[src/rtl/result_hex_tx.sv]
// result_hex_tx: formats a 32-bit ALU result as uppercase ASCII hex plus CR LF and streams it to uart_tx
module result_hex_tx #(
  parameter bit SEP_EN = 1'b0
) (
  input  logic        clk,
  input  logic        n_rst,
  input  logic        alu_done,
  input  logic [31:0] result,
  input  logic        tx_busy,
  output logic        tx_start,
  output logic [7:0]  tx_data,
  output logic        fmt_busy,
  output logic        fmt_done,
  output logic        ovf
);
  typedef enum logic [2:0] {IDLE, LOAD, START, ACK, WAIT, DONE} state_t;
  localparam logic [3:0] LAST = SEP_EN ? 4'd10 : 4'd9;
  state_t      state;
  logic [31:0] sreg;
  logic [3:0]  cnt;
  logic [3:0]  nib;
  logic        is_sep, is_cr, is_lf, is_dig;
  logic [7:0]  hex, chr;
  always_comb begin
    nib    = sreg[31:28];
    is_sep = SEP_EN && cnt == 4'd4;
    is_cr  = cnt == LAST - 4'd1;
    is_lf  = cnt == LAST;
    is_dig = !(is_sep || is_cr || is_lf);
    hex    = (nib < 4'd10 ? 8'h30 : 8'h37) + {4'h0, nib};
    chr    = is_sep ? 8'h20 : is_cr ? 8'h0d : is_lf ? 8'h0a : hex;
  end
  always_ff @(posedge clk or negedge n_rst) begin
    if (!n_rst) begin
      state    <= IDLE;
      sreg     <= '0;
      cnt      <= '0;
      tx_start <= 1'b0;
      tx_data  <= 8'h00;
      fmt_busy <= 1'b0;
      fmt_done <= 1'b0;
      ovf      <= 1'b0;
    end else begin
      ovf      <= alu_done && state != IDLE;
      tx_start <= 1'b0;
      fmt_done <= 1'b0;
      case (state)
        IDLE: if (alu_done) begin
          sreg     <= result;
          cnt      <= '0;
          fmt_busy <= 1'b1;
          state    <= LOAD;
        end
        LOAD: begin
          tx_data <= chr;
          if (!tx_busy) begin
            tx_start <= 1'b1;
            state    <= START;
          end
        end
        START: state <= ACK;
        ACK:   state <= WAIT;
        WAIT: if (!tx_busy) begin
          cnt <= cnt + 4'd1;
          if (is_dig) sreg <= sreg << 4;
          if (is_lf) begin
            fmt_done <= 1'b1;
            state    <= DONE;
          end else state <= LOAD;
        end
        DONE: begin
          fmt_busy <= 1'b0;
          state    <= IDLE;
        end
        default: state <= IDLE;
      endcase
    end
  end
endmodule

[config.mk]
export PLATFORM = sky130hd
export DESIGN_NAME = result_hex_tx
export DESIGN_NICKNAME = d
export VERILOG_FILES = /design/src/rtl/result_hex_tx.sv
export SDC_FILE = /design/constraint.sdc
export NUM_CORES = 1
export LEC_CHECK = 0
export ABC_CLOCK_PERIOD_IN_PS = 2850
export CAP_MARGIN = 20
export CORE_ASPECT_RATIO = 0.9
export CORE_MARGIN = 2
export CORE_UTILIZATION = 31
export DETAILED_ROUTE_END_ITERATION = 8
export DONT_BUFFER_PORTS = 1
export PLACE_DENSITY_LB_ADDON = 0.25
export SLEW_MARGIN = 25
export SYNTH_ARGS = -nofsm -noshare
export SYNTH_HDL_FRONTEND = slang
export SYNTH_SLANG_ARGS = --single-unit
[constraint.sdc]
create_clock -name clk -period 2.85 [get_ports clk]
set_input_delay 0.1425 -clock clk [delete_from_list [all_inputs] [get_ports clk]]
set_output_delay 0.1425 -clock clk [all_outputs]
set_load 0.02 [all_outputs]
### Word-level counts from Yosys, hierarchy flattened

Cells that the tools add are included.
Widths: inputs -> output; s select.

| cells by class | value |
|---|---|
| $lt $le $gt $ge | 1 |
| eq/ne operators | 11 |
| multiplexer cells | 22 |
| add/sub/neg operators | 2 |
| reduce and logical (&&, ||, !) cells | 10 |

Operators with widths:

| operator | number |
|---|---|
| $mux 32 | 3 |
| $pmux 32 s2 | 1 |
| $mux 3 | 5 |
| $pmux 3 s5 | 1 |
| $mux 7 | 2 |
| $eq 4x4->1 const B | 2 |
| $mux 4 | 2 |
| $ne 2x2->1 const B | 4 |
| $pmux 4 s2 | 1 |
| $add 6x4->7 | 1 |
| $eq 3x2->1 const B | 2 |
| $eq 3x3->1 const B | 2 |
| $mux 1 | 6 |
| $reduce_and 3->1 | 2 |
| $add 4x1->4 const B | 1 |
| $lt 4x4->1 const B | 1 |
| $reduce_and 4->1 | 1 |
| $reduce_bool 2->1 | 2 |
| $eq 3x1->1 const B | 1 |
| $logic_not 3->1 | 1 |
| $reduce_bool 3->1 | 1 |
| $pmux 1 s2 | 1 |
| $reduce_and 2->1 | 1 |
| $logic_and 1x1->1 | 1 |
| $logic_or 1x1->1 | 1 |

| storage, ports and cells | value |
|---|---|
| flip-flop bits (word level) | 51 |
| logic and storage cells | 54 |
| input port bits | 36 |
| output and inout port bits | 12 |

### Logic depth before layout (Yosys ltp)

Gate-level depths: netlist of the first run.

| depth | value |
|---|---|
| depth in word-level cells | 5 |
| depth in mapped cells | 8 |
| depth with buffers taken out | 7 |

### Least setup slack after synthesis of the first run

Ideal clock, no wire load.

| timing path | value |
|---|---|
| kind | reg2reg |
| start | register cnt[0] |
| end | register sreg[27] |
| path slack | 1.151 ns |
| required time | 2.725 ns |
| arrival time | 1.574 ns |
| buffers on the path | 1 |
| stages on the path, launching flop included | 6 |
| setup time | 0.125 ns |
| path through | dfrtp_1 > ha_1 > o21a_2 > a21oi_4 > buf_6 > mux2_2 |

| on the way | value |
|---|---|
| cells in the longest elaborated chain, start to end | 4 |
| elaborated cells between the ends (all ways) | 5 |

RTL lines:

| item | RTL line | source |
|---|---|---|
| from (decl) | 20 | `logic [3:0] cnt;` |
| from (signal assigned) | 64 | `cnt <= cnt + 4'd1;` |
| $eq 4x4->1 (on tied branches) | 27, 28 |  |
| $logic_or 1x1->1 (*) | 29 | `is_dig = !(is_sep \|\| is_cr \|\| is_lf);` |
| $ne 2x2->1 (no source line) (*) | - |  |
| $reduce_and 4->1 (no source line) (*) | - |  |
| to (signal assigned) | 49 | `sreg <= result;` |
| to (signal assigned) | 65 | `if (is_dig) sreg <= sreg << 4;` |
| to (decl) | 19 | `logic [31:0] sreg;` |

Every way passes the cells marked *; elsewhere a longest branch is shown, timed or not.
A chain may end at the register's enable or synchronous reset.

### Final worst setup path of the first run

| timing path | value |
|---|---|
| start | register state[2] |
| end | register sreg[18] |

| on the way | value |
|---|---|
| cells in the longest elaborated chain, start to end | 3 |
| elaborated cells between the ends (all ways) | 8 |

RTL lines:

| item | RTL line | source |
|---|---|---|
| from (decl) | 18 | `state_t state;` |
| from (signal assigned) | 35 | `state <= IDLE;` |
| from (signal assigned) | 52 | `state <= LOAD;` |
| from (signal assigned) | 58 | `state <= START;` |
| $eq 3x3->1 or $logic_not 3->1 (tied branches) | 47 | `case (state)` |
| $ne 2x2->1 (no source line) or $reduce_bool 2->1 (tied branches) | - |  |
| $reduce_and 4->1 (no source line) | - |  |

Several ways; a longest one is shown, not always the timed one.

==> results of run 1 <==
## per-stage QoR
step / setup slack (ns) / power (mW)
after floorplan: 1.15 / 2.30
after global placement: 0.823 / 2.44
after detailed placement: 0.810 / 2.46
after CTS: 0.776 / 2.94
after global routing: 0.658 / 3.14
final: 0.786 / 2.89
## flip-flops by register name, summed over array words and instances, names as in the netlist
register	cells
cnt	4
fmt_busy	1
fmt_done	1
ovf	1
sreg	32
state	3
tx_data	7
tx_start	1
## timing repair
action                                 CTS  global route
resized for setup                        0             0
hold buffers                             8             0
endpoints found under the hold margin   59             0
## area by class of cell
type	count	share of cell area, %
inverter	8	1.06
sequential	50	44.4
tap	99	4.39
clock inverter	2	0.444
clock buffer	6	2.93
multi-input combinational	138	42.8
timing repair buffer	10	3.99
## cell usage after synthesis (2+ instances only)
cell / number
mux2_2: 25
clkbuf_1: 2
ha_1: 6
mux2_4: 6
buf_4: 2
dfrtp_1: 50
o21ai_0: 5
mux2_1: 26
a22o_1: 3
xnor2_1: 2
o31ai_1: 2
nand2_1: 15
mux2i_1: 5
a21oi_1: 11
nor3_1: 3
buf_6: 5
o21a_1: 2
nor2_1: 8
inv_1: 8
buf_2: 3
## final timing paths
check / from / end / slack (ns)
setup / recovery: state[2] / sreg[18] / 0.79
hold / removal: tx_busy / state[2] / 0.02
setup reg to reg: state[2] / sreg[18] / 0.79
hold reg to reg: sreg[26] / sreg[26] / 0.49
max in group asynchronous: n_rst / sreg[24] / 2.28
min in group asynchronous: n_rst / sreg[2] / 0.35
## cells by family (layout without fill, tap and decap cells)
kind of cell | count (synthesis) | count (layout) | share of synthesized area [%]
xor+xnor | 2 | 2 | 0.676
other cells | 1 | 1 | 0.145
fa+ha+maj | 6 | 6 | 2.90
buf+inv | 21 | 26 | 5.36
compound gates | 33 | 33 | 8.88
simple gates | 34 | 34 | 6.18
mux | 62 | 62 | 27.6
flops | 50 | 50 | 48.3
## report_power, final
| group | switching [mW] | total (mW) | internal, mW |
|---|---|---|---|
| registers | 0.348 | 1.39 | 1.04 |
| clock network | 0.237 | 0.433 | 0.196 |
| logic | 0.485 | 1.07 | 0.588 |
## metal layers
layer	global-route usage, %	vias up
li1	-	739
met1	15.5	761
met2	17.2	32
met3	3.56	6
met4	3.08	0
met5	0	-
## placed cells by master (no fill, tap or decap), types with 2 or more instances in the layout
cell | netlist | final
a21oi_1 | 11 | 11
a22o_1 | 3 | 3
buf_4 | 2 | 2
clkbuf_8 | 0 | 6
dfrtp_1 | 50 | 50
dlygate4sd3_1 | 0 | 7
ha_1 | 6 | 6
inv_1 | 8 | 8
mux2_1 | 26 | 26
mux2_2 | 25 | 25
mux2_4 | 6 | 6
mux2i_1 | 5 | 5
nand2_1 | 15 | 15
nor2_1 | 8 | 8
nor3_1 | 3 | 3
o21a_1 | 2 | 2
o21ai_0 | 5 | 5
o31ai_1 | 2 | 2
xnor2_1 | 2 | 2
## worst reg2reg max path: stages, from the launching register on
cell and delay [ns]:
dfrtp_1 0.64, nor3b_4 0.26, buf_4 0.37, mux2_2 0.40, mux2_1 0.29
==> results by group, run 1 <==
Run status
  • Outcome: finished clean

Place
  • Area post-placement: between 2000 and 3000 um2
  • RePlAce Congestion: slightly above 0.7
  • Cells after DPL: just under 300
  • Post-DP HPWL: 3.32 mm
  • I/O Buffers: 0

STA
  • Setup TNS Final: 0 ns
  • Slew Limit Fails: 0
  • Worst Skew: between 0.006 and 0.007 ns
  • Hold_ws: 0.0203 ns
  • Setup violations, final: 0
  • Minimum clock period after layout: ~2.1 ns
  • Peak Freq: between 400 and 500 MHz
  • Unrepaired setup endpoints after global routing: false
  • Final Cycle Share: between 70 and 80%
  • Final Hold Fails: 0

Routing
  • Drt wl/cell: 15.7 um
  • Routed WL: around 4.9 mm
  • Antenna-violating nets left: 0
  • Via/cell ratio: slightly below 5
  • Starting DRT DRC Count: between 40 and 50
  • Met2 Wirelength: between 2 and 2.5 mm
  • DR vias: 1538
  • Remaining DRCs: 0
  • Top layer in use: met4
  • Wl on met1: 2.35 mm
  • Metal3 WL: 241 um
  • DR pass1 iterations: 4

Setup path
  • Crit path max-delay cell type: dfrtp_1
  • Crit Path Class: register to register
  • CP top delay family: multiplexers
  • Crit path cell chain: nor3b_4 > buf_4 > mux2_2 > mux2_1
  • WP depth: 4
  • Critical path peak fanout: 29
  • CP startpoint kind: register
  • CP arrival: between 2 and 2.5 ns
  • Worst reg2reg path depth: 4
  • Worst path bufs/invs: 1
  • Crit path required time: slightly above 3 ns
  • Critical Path Sink Type: register
  • CP peak stage delay: about 0.64 ns

Floorplanning
  • Core box area: between 8000 and 9000 um2
  • I/O Pins: 48
  • Die Y: about 91 um
  • Initial Utilization: approximately 32%
  • Rows: 31
  • DIE AREA: just over 9000 um2
  • Die Width: approximately 100 um

Synth
  • #FFs+latches synth: 50
  • Post-synthesis average cell area: approximately 12 um2
  • Asr flop ratio synth: 100%
  • Synth top area share: around half
  • Top cells by area, synth: dfrtp_1, mux2_1, mux2_2
  • Sequential-to-total area share from yosys stat: about 48%
  • Cells after Synth: ~210
  • Main synth FF type: dfrtp_1
  • Area leader, netlist: dfrtp_1
  • Post-synthesis cell area: between 2000 and 3000 um2
  • Ys Warns: 0
  • Post-synthesis net count: 251
  • Cell variety after synth: 40
  • Number of synthesized flops with an enable pin: 0

Pwr
  • Leak: approximately 1.2 nW
  • Power per Cell Area: just over 1000 nW/um2
  • Worst-case vdd ir drop: about 0.00025 V

Global routing
  • Vias in the first global route: 1556
  • Initial antenna violation count: 0
  • Largest net degree at the start of global routing: 51
  • First-pass GRT wire length: around 8.1 mm
  • GRT overflow: 0
  • Total track usage: a little under an eighth

Clock network
  • CTS Root Cell: clkbuf_8
  • CTS tree: built
  • Number of CTS-inserted buffers: 5
  • H-tree levels: 2
  • Clock Latency Late Sink: around 0.30 ns
  • Clock-pin slew on the worst setup and hold paths: approximately 0.090 ns
  • Post-CTS Setup Inserts: 0
  • Clock Tree Buf Depth: 2
  • TritonCTS Sinks: 50

Finish
  • Post-Layout Inst Area: between 2000 and 3000 um2
  • Layout Utilization: about a third
  • FF+latch area: between 1000 and 1500 um2
  • Layout area overhead: 8.84%
  • Final #Nets: about 260
  • Fin cells: 313
  • Area occupied by multi-input gates: 1210 um2
  • Share of post-route cells with drive strength above 1: 22.0%
  • FILL cells: 829
  • N_diodes: 0

Run
  • Max-cap violations: 0

Worst hold path
  • Hold WC Path Type: input port to register
  • Hold depth: 2
No activity file was read; power rests on OpenSTA's default activity.
==> run 2, diff against run 1 <==
--- a/config.mk
+++ b/config.mk
@@ -5,7 +5,7 @@
 export SDC_FILE = /design/constraint.sdc
 export NUM_CORES = 1
 export LEC_CHECK = 0
-export ABC_CLOCK_PERIOD_IN_PS = 2850
+export ABC_CLOCK_PERIOD_IN_PS = 1800
 export CAP_MARGIN = 20
 export CORE_ASPECT_RATIO = 0.9
 export CORE_MARGIN = 2
==> constraint.sdc (replaced) <==
create_clock -name clk -period 1.8 [get_ports clk]
set_input_delay 0.09 -clock clk [delete_from_list [all_inputs] [get_ports clk]]
set_output_delay 0.09 -clock clk [all_outputs]
set_load 0.02 [all_outputs]
==> run 2 against run 1 <==
  * First-iteration DRC count grew 91%
  * Power rose by 80%
  * Highest routed layer unchanged
  * Combinational power rose by 110%
  * Sequential share of layout area shrank 3.7 points
  * Critical path type unchanged
==> results by group, run 2 (same netlist as run 1, synthesis figures left out) <==
Finish
  • Most flops, register: sreg (unchanged)
  • Final #Nets: 274 (was 255)
  • Fin cells: 332 (was 313)
  • Max reg flops: 32 (unchanged)
  • Biggest regs: sreg (32), tx_data (7), cnt (4) (unchanged)
  • FILL cells: 790 (was 829)
  • Layout area overhead: 18.6% (was 8.84%)
  • Leading cell type in the layout, fill and taps excluded: dfrtp_1 (unchanged)
  • Post-Layout Inst Area: 3070 um2 (was 2820 um2)
  • Layout Utilization: 38.1% (was 35.0%)
  • FF+latch area: 1250 um2 (unchanged)
  • Area occupied by multi-input gates: 1210 um2 (unchanged)
  • Most frequent cells in the layout: dfrtp_1, mux2_1, mux2_2 (unchanged)
  • N_diodes: 0 (unchanged)
  • Share of post-route cells with drive strength above 1: 28.3% (was 22.0%)

Global routing
  • Initial antenna violation count: 0 (unchanged)
  • Total track usage: 11.6% (was 11.3%)
  • Largest net degree at the start of global routing: 51 (unchanged)
  • Vias in the first global route: 1607 (was 1556)
  • GRT overflow: 0 (unchanged)
  • First-pass GRT wire length: 8.22 mm (was 8.14 mm)

Routing
  • Routed WL: 5.12 mm (was 4.90 mm)
  • DR pass1 iterations: 4 (unchanged)
  • Starting DRT DRC Count: 86 (was 45)
  • Drt wl/cell: 15.4 um (was 15.7 um)
  • Antenna-violating nets left: 0 (unchanged)
  • DR vias: 1626 (was 1538)
  • Remaining DRCs: 0 (unchanged)
  • Via/cell ratio: 4.90 (was 4.91)

Setup path
  • Crit path required time: 2.00 ns (was 3.04 ns)
  • Critical Path Sink Type: register (unchanged)
  • CP arrival: 1.94 ns (was 2.25 ns)
  • Critical path peak fanout: 9 (was 29)
  • CP startpoint kind: register (unchanged)
  • Crit Path Class: register to register (unchanged)

Clock network
  • Number of CTS-inserted buffers: 5 (unchanged)
  • CTS Root Cell: clkbuf_8 (unchanged)
  • Clock Tree Buf Depth: 2 (unchanged)
  • Clock Latency Late Sink: 0.30 ns (about the same)
  • CTS tree: built (unchanged)
  • Clock-pin slew on the worst setup and hold paths: 0.10 ns (was 0.09 ns)
  • H-tree levels: 2 (unchanged)
  • TritonCTS Sinks: 50 (unchanged)

STA
  • Peak Freq: 576 MHz (was 485 MHz)
  • Final Cycle Share: 96.5% (was 72.4%)
  • Setup ws final: 0.0627 ns (was 0.786 ns)
  • Setup violations, final: 0 (unchanged)
  • Slew Limit Fails: 0 (unchanged)
  • Worst Skew: 0.0150 ns (was 0.00608 ns)
  • Minimum clock period after layout: 1.74 ns (was 2.06 ns)
  • Final Hold Fails: 0 (unchanged)

Place
  • Area post-placement: 2760 um2 (was 2630 um2)
  • RePlAce Congestion: 0.694 (was 0.728)
  • Post-DP HPWL: 3.50 mm (was 3.32 mm)
  • Setup slack at placement: 0.0387 ns (was 0.810 ns)
  • Cells after DPL: 310 (was 297)
  • I/O Buffers: 0 (unchanged)

Pwr
  • Power per Cell Area: 1700 nW/um2 (was 1030 nW/um2)
  • Worst-case vdd ir drop: 0.000424 V (was 0.000247 V)
  • Leak: 1.34 nW (was 1.20 nW)

Floorplanning
  • Rows: 31 (unchanged)
  • Die Y: 90.7 um (unchanged)
  • Die Width: 100 um (unchanged)
  • DIE AREA: 9110 um2 (unchanged)
  • Initial Utilization: 32.1% (unchanged)
  • Core box area: 8070 um2 (unchanged)
  • I/O Pins: 48 (unchanged)

Run
  • Max-cap violations: 0 (unchanged)

Worst hold path
  • Hold WC Path Type: input port to register (unchanged)

Run status
  • Outcome: finished clean (unchanged)
==> run 2: changes by cell type in the layout (fill, tap and decap cells not counted), sizes merged <==
cell      delta
clkinv       -1
inv          +1
clkinvlp     -1
clkbuf       +2
bufinv       +1
buf         +17
==> run 2: power by group <==
part	switching (mW)	internal [mW]
clock network	0.384	0.458
registers	0.435	1.65
logic	0.982	1.31
==> run 2: path summary, 6_finish.rpt <==
kind                       startpoint  endpoint  slack (ns)  cells after the start
setup / recovery               cnt[0]  sreg[15]        0.06                      7
hold reg to reg              sreg[20]  sreg[20]        0.49                      1
hold / removal             result[22]  sreg[22]        0.04                      2
max in group asynchronous       n_rst    cnt[1]        1.28                      2
setup reg to reg               cnt[0]  sreg[15]        0.06                      7
min in group asynchronous       n_rst   sreg[7]        0.27                      2
==> run 2: area by class of cell <==
type | count | share of cell area, %
flip-flops and latches | 50 | 40.7
multi-input cells | 138 | 39.3
repair buffers | 29 | 11.1
well taps | 99 | 4.03
clock buffers | 6 | 2.69
clock inverters | 2 | 1.26
inverters | 8 | 0.977
==> run 2: through the flow <==
| stage | TNS (ns) | total power, mW | hold WS, ns |
|---|---|---|---|
| after floorplan | 0 | 3.64 | -0.206 |
| after global placement | 0 | 4.13 | -0.205 |
| after detailed placement | 0 | 4.18 | -0.205 |
| after CTS | 0 | 5.08 | 0.0257 |
| after global routing | -0.00131 | 5.61 | 0.0222 |
| final | 0 | 5.21 | 0.0352 |
==> run 2: worst max-delay path, cell delays in order (launching register included) <==
cell and delay [ns]:
dfrtp_1 0.38, inv_1 0.06, ha_1 0.20, o21a_2 0.25, a21oi_4 0.14, buf_12 0.14, clkbuf_16 0.16, mux2_1 0.31
==> run 2: repair_timing <==
| action | CTS | global route |
|---|---|---|
| hold buffers | 8 | 0 |
| endpoints found under the setup margin | 0 | 11 |
| endpoints found under the hold margin | 63 | 0 |
| setup buffers | 0 | 4 |
| gates resized for setup | 0 | 0 |
==> run 2: routing by layer <==
metal | vias up | part of all wire (%) | routed length (um) | track usage (%)
met3 | 2 | 6.3 | 323 | 4.02
met5 | - | 0 | 0 | 0
met1 | 805 | 46 | 2370 | 15.4
met2 | 35 | 46 | 2380 | 17.2
li1 | 784 | - | - | -
met4 | 0 | 1.1 | 55 | 4.79
==> run 3, diff against run 2 <==
--- a/config.mk
+++ b/config.mk
@@ -5,6 +5,7 @@
 export SDC_FILE = /design/constraint.sdc
 export NUM_CORES = 1
 export LEC_CHECK = 0
+export ABC_AREA = 1
 export ABC_CLOCK_PERIOD_IN_PS = 1800
 export CAP_MARGIN = 20
 export CORE_ASPECT_RATIO = 0.9
@@ -12,7 +13,7 @@
 export CORE_UTILIZATION = 31
 export DETAILED_ROUTE_END_ITERATION = 8
 export DONT_BUFFER_PORTS = 1
-export PLACE_DENSITY_LB_ADDON = 0.25
+export PLACE_DENSITY = 0.43
 export SLEW_MARGIN = 25
 export SYNTH_ARGS = -nofsm -noshare
 export SYNTH_HDL_FRONTEND = slang
==> run 3 against run 2 <==
  * Count of clock-buffer cells in the layout unchanged
  * Clock power down 18%
  * Sequential cell count unchanged
  * Die area down 0.84%
  * Worst hold slack worse by 0.035 ns
  * Power down 12%
  * Wire length up 12%
  * Critical path type unchanged
  * Critical endpoint is now tx_data[2]
  * Largest cell class unchanged
==> results by group, run 3 <==
STA
  • Slew Limit Fails: 0 (unchanged)
  • Unrepaired setup endpoints after global routing: false
  • Final Hold Fails: 0 (unchanged)
  • Slew headroom: 62.1%
  • Setup violations, final: 0 (unchanged)
  • Minimum clock period after layout: 1.58 ns (was 1.74 ns)
  • Hold_ws: 0.000133 ns (was 0.0352 ns)
  • Setup ws final: 0.223 ns (was 0.0627 ns)
  • Worst slew pin tran: 0.568 ns
  • Worst Skew: 0.00927 ns (was 0.0150 ns)
  • Setup TNS Final: 0 ns (unchanged)
  • Final Cycle Share: 87.6% (was 96.5%)
  • Peak Freq: 634 MHz (was 576 MHz)

Routing
  • DR vias: 2068 (was 1626)
  • Antenna-violating nets left: 0 (unchanged)
  • Remaining DRCs: 0 (unchanged)
  • Routed WL: 5.71 mm (was 5.12 mm)
  • Drt wl/cell: 12.0 um (was 15.4 um)
  • Starting DRT DRC Count: 97 (was 86)
  • DR pass1 iterations: 4 (unchanged)
  • Via/cell ratio: 4.35 (was 4.90)

Pwr
  • Clock share of power: 15.2% (was 16.1%)
  • NetSw: 1.97 mW (was 1.80 mW)
  • Total power: 4.57 mW (was 5.21 mW)
  • Sequential Power Share: 44.8% (was 39.9%)
  • Int Power: 2.60 mW (was 3.41 mW)
  • Worst-case vdd ir drop: 0.000485 V (was 0.000424 V)
  • Gate power share: 40.0% (was 43.9%)
  • Switching Share: 43.1% (was 34.5%)
  • Leak: 1.64 nW (was 1.34 nW)
  • Power per Cell Area: 1500 nW/um2 (was 1700 nW/um2)

Setup path
  • Crit path cell chain: inv_1 > a21oi_2 > ha_1 > ha_1 > inv_1 > nand2_1 > or2_2 > nand3_1 > a21boi_0 (was inv_1 > ha_1 > o21a_2 > a21oi_4 > buf_12 > clkbuf_16 > mux2_1)
  • Critical path peak fanout: 4 (was 9)
  • CP top delay family: flip-flops (was compound AO/OA/AOI/OAI gates)
  • Reg2reg end: tx_data[2] (was sreg[15])
  • Worst path bufs/invs: 2 (was 3)
  • Crit path required time: 1.99 ns (was 2.00 ns)
  • CP startpoint kind: register (unchanged)
  • CP peak stage delay: 0.42 ns (was 0.38 ns)
  • Crit Path Class: register to register (unchanged)
  • Critical Path Sink Type: register (unchanged)
  • FF-to-FF Start: sreg[29] (was cnt[0])
  • CP arrival: 1.76 ns (was 1.94 ns)
  • Crit path max-delay cell type: dfrtp_1 (unchanged)
  • Reg2reg setup slack: 0.22 ns (was 0.06 ns)
  • Worst reg2reg path depth: 9 (was 7)

Synth
  • Number of synthesized flops with an enable pin: 0 (unchanged)
  • Post-synth top cells: nand2_1, dfrtp_1, inv_1 (was dfrtp_1, mux2_1, mux2_2)
  • Cell variety after synth: 28 (was 40)
  • Area leader, netlist: dfrtp_1 (unchanged)
  • Post-synthesis average cell area: 7.38 um2 (was 12.4 um2)
  • Sequential-to-total area share from yosys stat: 48.7% (was 48.3%)
  • Post-synthesis net count: 390 (was 251)
  • Cells after Synth: 348 (was 209)
  • Asr flop ratio synth: 100% (unchanged)
  • Ys Warns: 0 (unchanged)
  • Main synth FF type: dfrtp_1 (unchanged)
  • Synth top area share: 48.7% (was 48.3%)
  • Most common cell in the synthesized netlist: nand2_1 (was dfrtp_1)
  • #FFs+latches synth: 50 (unchanged)
  • Post-synthesis cell area: 2570 um2 (was 2590 um2)
  • Top cells by area, synth: dfrtp_1, nand2_1, ha_1 (was dfrtp_1, mux2_1, mux2_2)

Global routing
  • Initial antenna violation count: 0 (unchanged)
  • Largest net degree at the start of global routing: 51 (unchanged)
  • Total track usage: 13.6% (was 11.6%)
  • Vias in the first global route: 2112 (was 1607)
  • First-pass GRT wire length: 9.95 mm (was 8.22 mm)
  • GRT overflow: 0 (unchanged)

Run status
  • Outcome: finished clean (unchanged)

Floorplanning
  • Core box area: 8030 um2 (was 8070 um2)
  • Rows: 31 (unchanged)
  • DIE AREA: 9030 um2 (was 9110 um2)
  • Die Width: 100 um (about the same)
  • Initial Utilization: 32.0% (was 32.1%)
  • I/O Pins: 48 (unchanged)
  • Die Y: 90.4 um (was 90.7 um)

Worst hold path
  • Hold EP: sreg[15] (was sreg[22])
  • Hold WC Path Type: input port to register (unchanged)
  • Hold depth: 4 (was 2)
  • Min-delay src: result[15] (was result[22])

Place
  • Cells after DPL: 440 (was 310)
  • Post-DP HPWL: 3.85 mm (was 3.50 mm)
  • Setup slack at placement: 0.147 ns (was 0.0387 ns)
  • I/O Buffers: 0 (unchanged)
  • Area post-placement: 2650 um2 (was 2760 um2)
  • RePlAce Congestion: 0.757 (was 0.694)

Finish
  • Biggest regs: sreg (32), tx_data (7), cnt (4) (unchanged)
  • Most flops, register: sreg (unchanged)
  • N_diodes: 0 (unchanged)
  • Most frequent cells in the layout: nand2_1, dfrtp_1, dlygate4sd3_1 (was dfrtp_1, mux2_1, mux2_2)
  • Share of post-route cells with drive strength above 1: 8.24% (was 28.3%)
  • Layout Utilization: 37.9% (was 38.1%)
  • Fin cells: 475 (was 332)
  • Layout area overhead: 18.4% (was 18.6%)
  • Max reg flops: 32 (unchanged)
  • Final #Nets: 417 (was 274)
  • FILL cells: 874 (was 790)
  • Post-Layout Inst Area: 3040 um2 (was 3070 um2)
  • Leading cell type in the layout, fill and taps excluded: nand2_1 (was dfrtp_1)

Clock network
  • Clock Tree Buf Depth: 2 (unchanged)
  • CTS tree: built (unchanged)
  • Number of CTS-inserted buffers: 5 (unchanged)
  • Clock-pin slew on the worst setup and hold paths: 0.10 ns (about the same)
  • CTS Root Cell: clkbuf_8 (unchanged)
  • Post-CTS Setup Inserts: 0 (unchanged)
  • TritonCTS Sinks: 50 (unchanged)
  • Clock Latency Late Sink: 0.30 ns (about the same)
  • H-tree levels: 2 (unchanged)

Run
  • Max-cap violations: 0 (unchanged)
## run 3: cell types whose count changed after synthesis, moves of 4 or more
cell     delta
inv_2       +4
a21oi_1     -8
nand2_1   +188
o21ai_0     +5
nand3_1    +14
buf_2       +4
mux2_2     -25
mux2_4      -6
inv_1      +10
mux2_1     -26
mux2i_1     -5
## run 3: worst max path at each step
stage                             to  slack [ns]  cells after the start     start
after floorplan           tx_data[2]        0.27                      9  sreg[31]
after global placement    tx_data[2]        0.20                      9  sreg[31]
after detailed placement  tx_data[2]        0.15                      9  sreg[31]
after CTS                 tx_data[2]        0.14                      9  sreg[31]
after global routing      tx_data[3]        0.02                     11  sreg[29]
final                     tx_data[2]        0.22                      9  sreg[29]
## run 3: power by group through the flow
stage	logic (mW)	registers, mW	clock network (mW)
3_5_place_dp	1.79	2.07	0
5_1_grt	2.20	2.12	0.777
2_1_floorplan	1.48	1.99	0
4_1_cts	1.88	2.05	0.735
3_3_place_gp	1.79	2.06	0
6_report	1.83	2.05	0.694
## run 3: worst reg2reg max path, cell delays in order, from the launching register on
cell,delay (ns)
dfrtp_1,0.42
inv_1,0.11
a21oi_2,0.07
ha_1,0.19
ha_1,0.18
inv_1,0.05
nand2_1,0.05
or2_2,0.27
nand3_1,0.06
a21boi_0,0.07
## run 3: final cells by class
class / instances / area, um2 / share of cell area (%)
Multi-Input combinational cell: 263 / 1150 / 37.9
Timing Repair Buffer: 32 / 325 / 10.7
Sequential cell: 50 / 1250 / 41.2
Tap cell: 99 / 124 / 4.07
Clock inverter: 2 / 12.5 / 0.411
Clock buffer: 6 / 82.6 / 2.71
Inverter: 23 / 91.3 / 3.00
## run 3: cell families after synthesis
group / count (synthesis) / share of synthesized area, %
simple gates: 235 / 36.6
flops: 50 / 48.7
buf+inv: 35 / 6.53
compound gates: 19 / 4.38
fa+ha+maj: 6 / 2.92
xor+xnor: 2 / 0.682
other cells: 1 / 0.146
## run 3: repair_timing
action | CTS | global route
resized for setup | 0 | 3
endpoints found under the hold margin | 80 | 0
endpoints found under the setup margin | 0 | 4
hold buffers | 27 | 0
## run 3: layer usage
metal / track usage, % / wire length [um] / share of wire, % / vias to the layer above
met5: 0 / 0 / 0 / -
met2: 21.5 / 2630 / 46 / 24
met3: 2.71 / 143 / 2.5 / 2
met1: 19.0 / 2900 / 51 / 934
met4: 3.42 / 31 / 0.54 / 0
li1: - / - / - / 1108
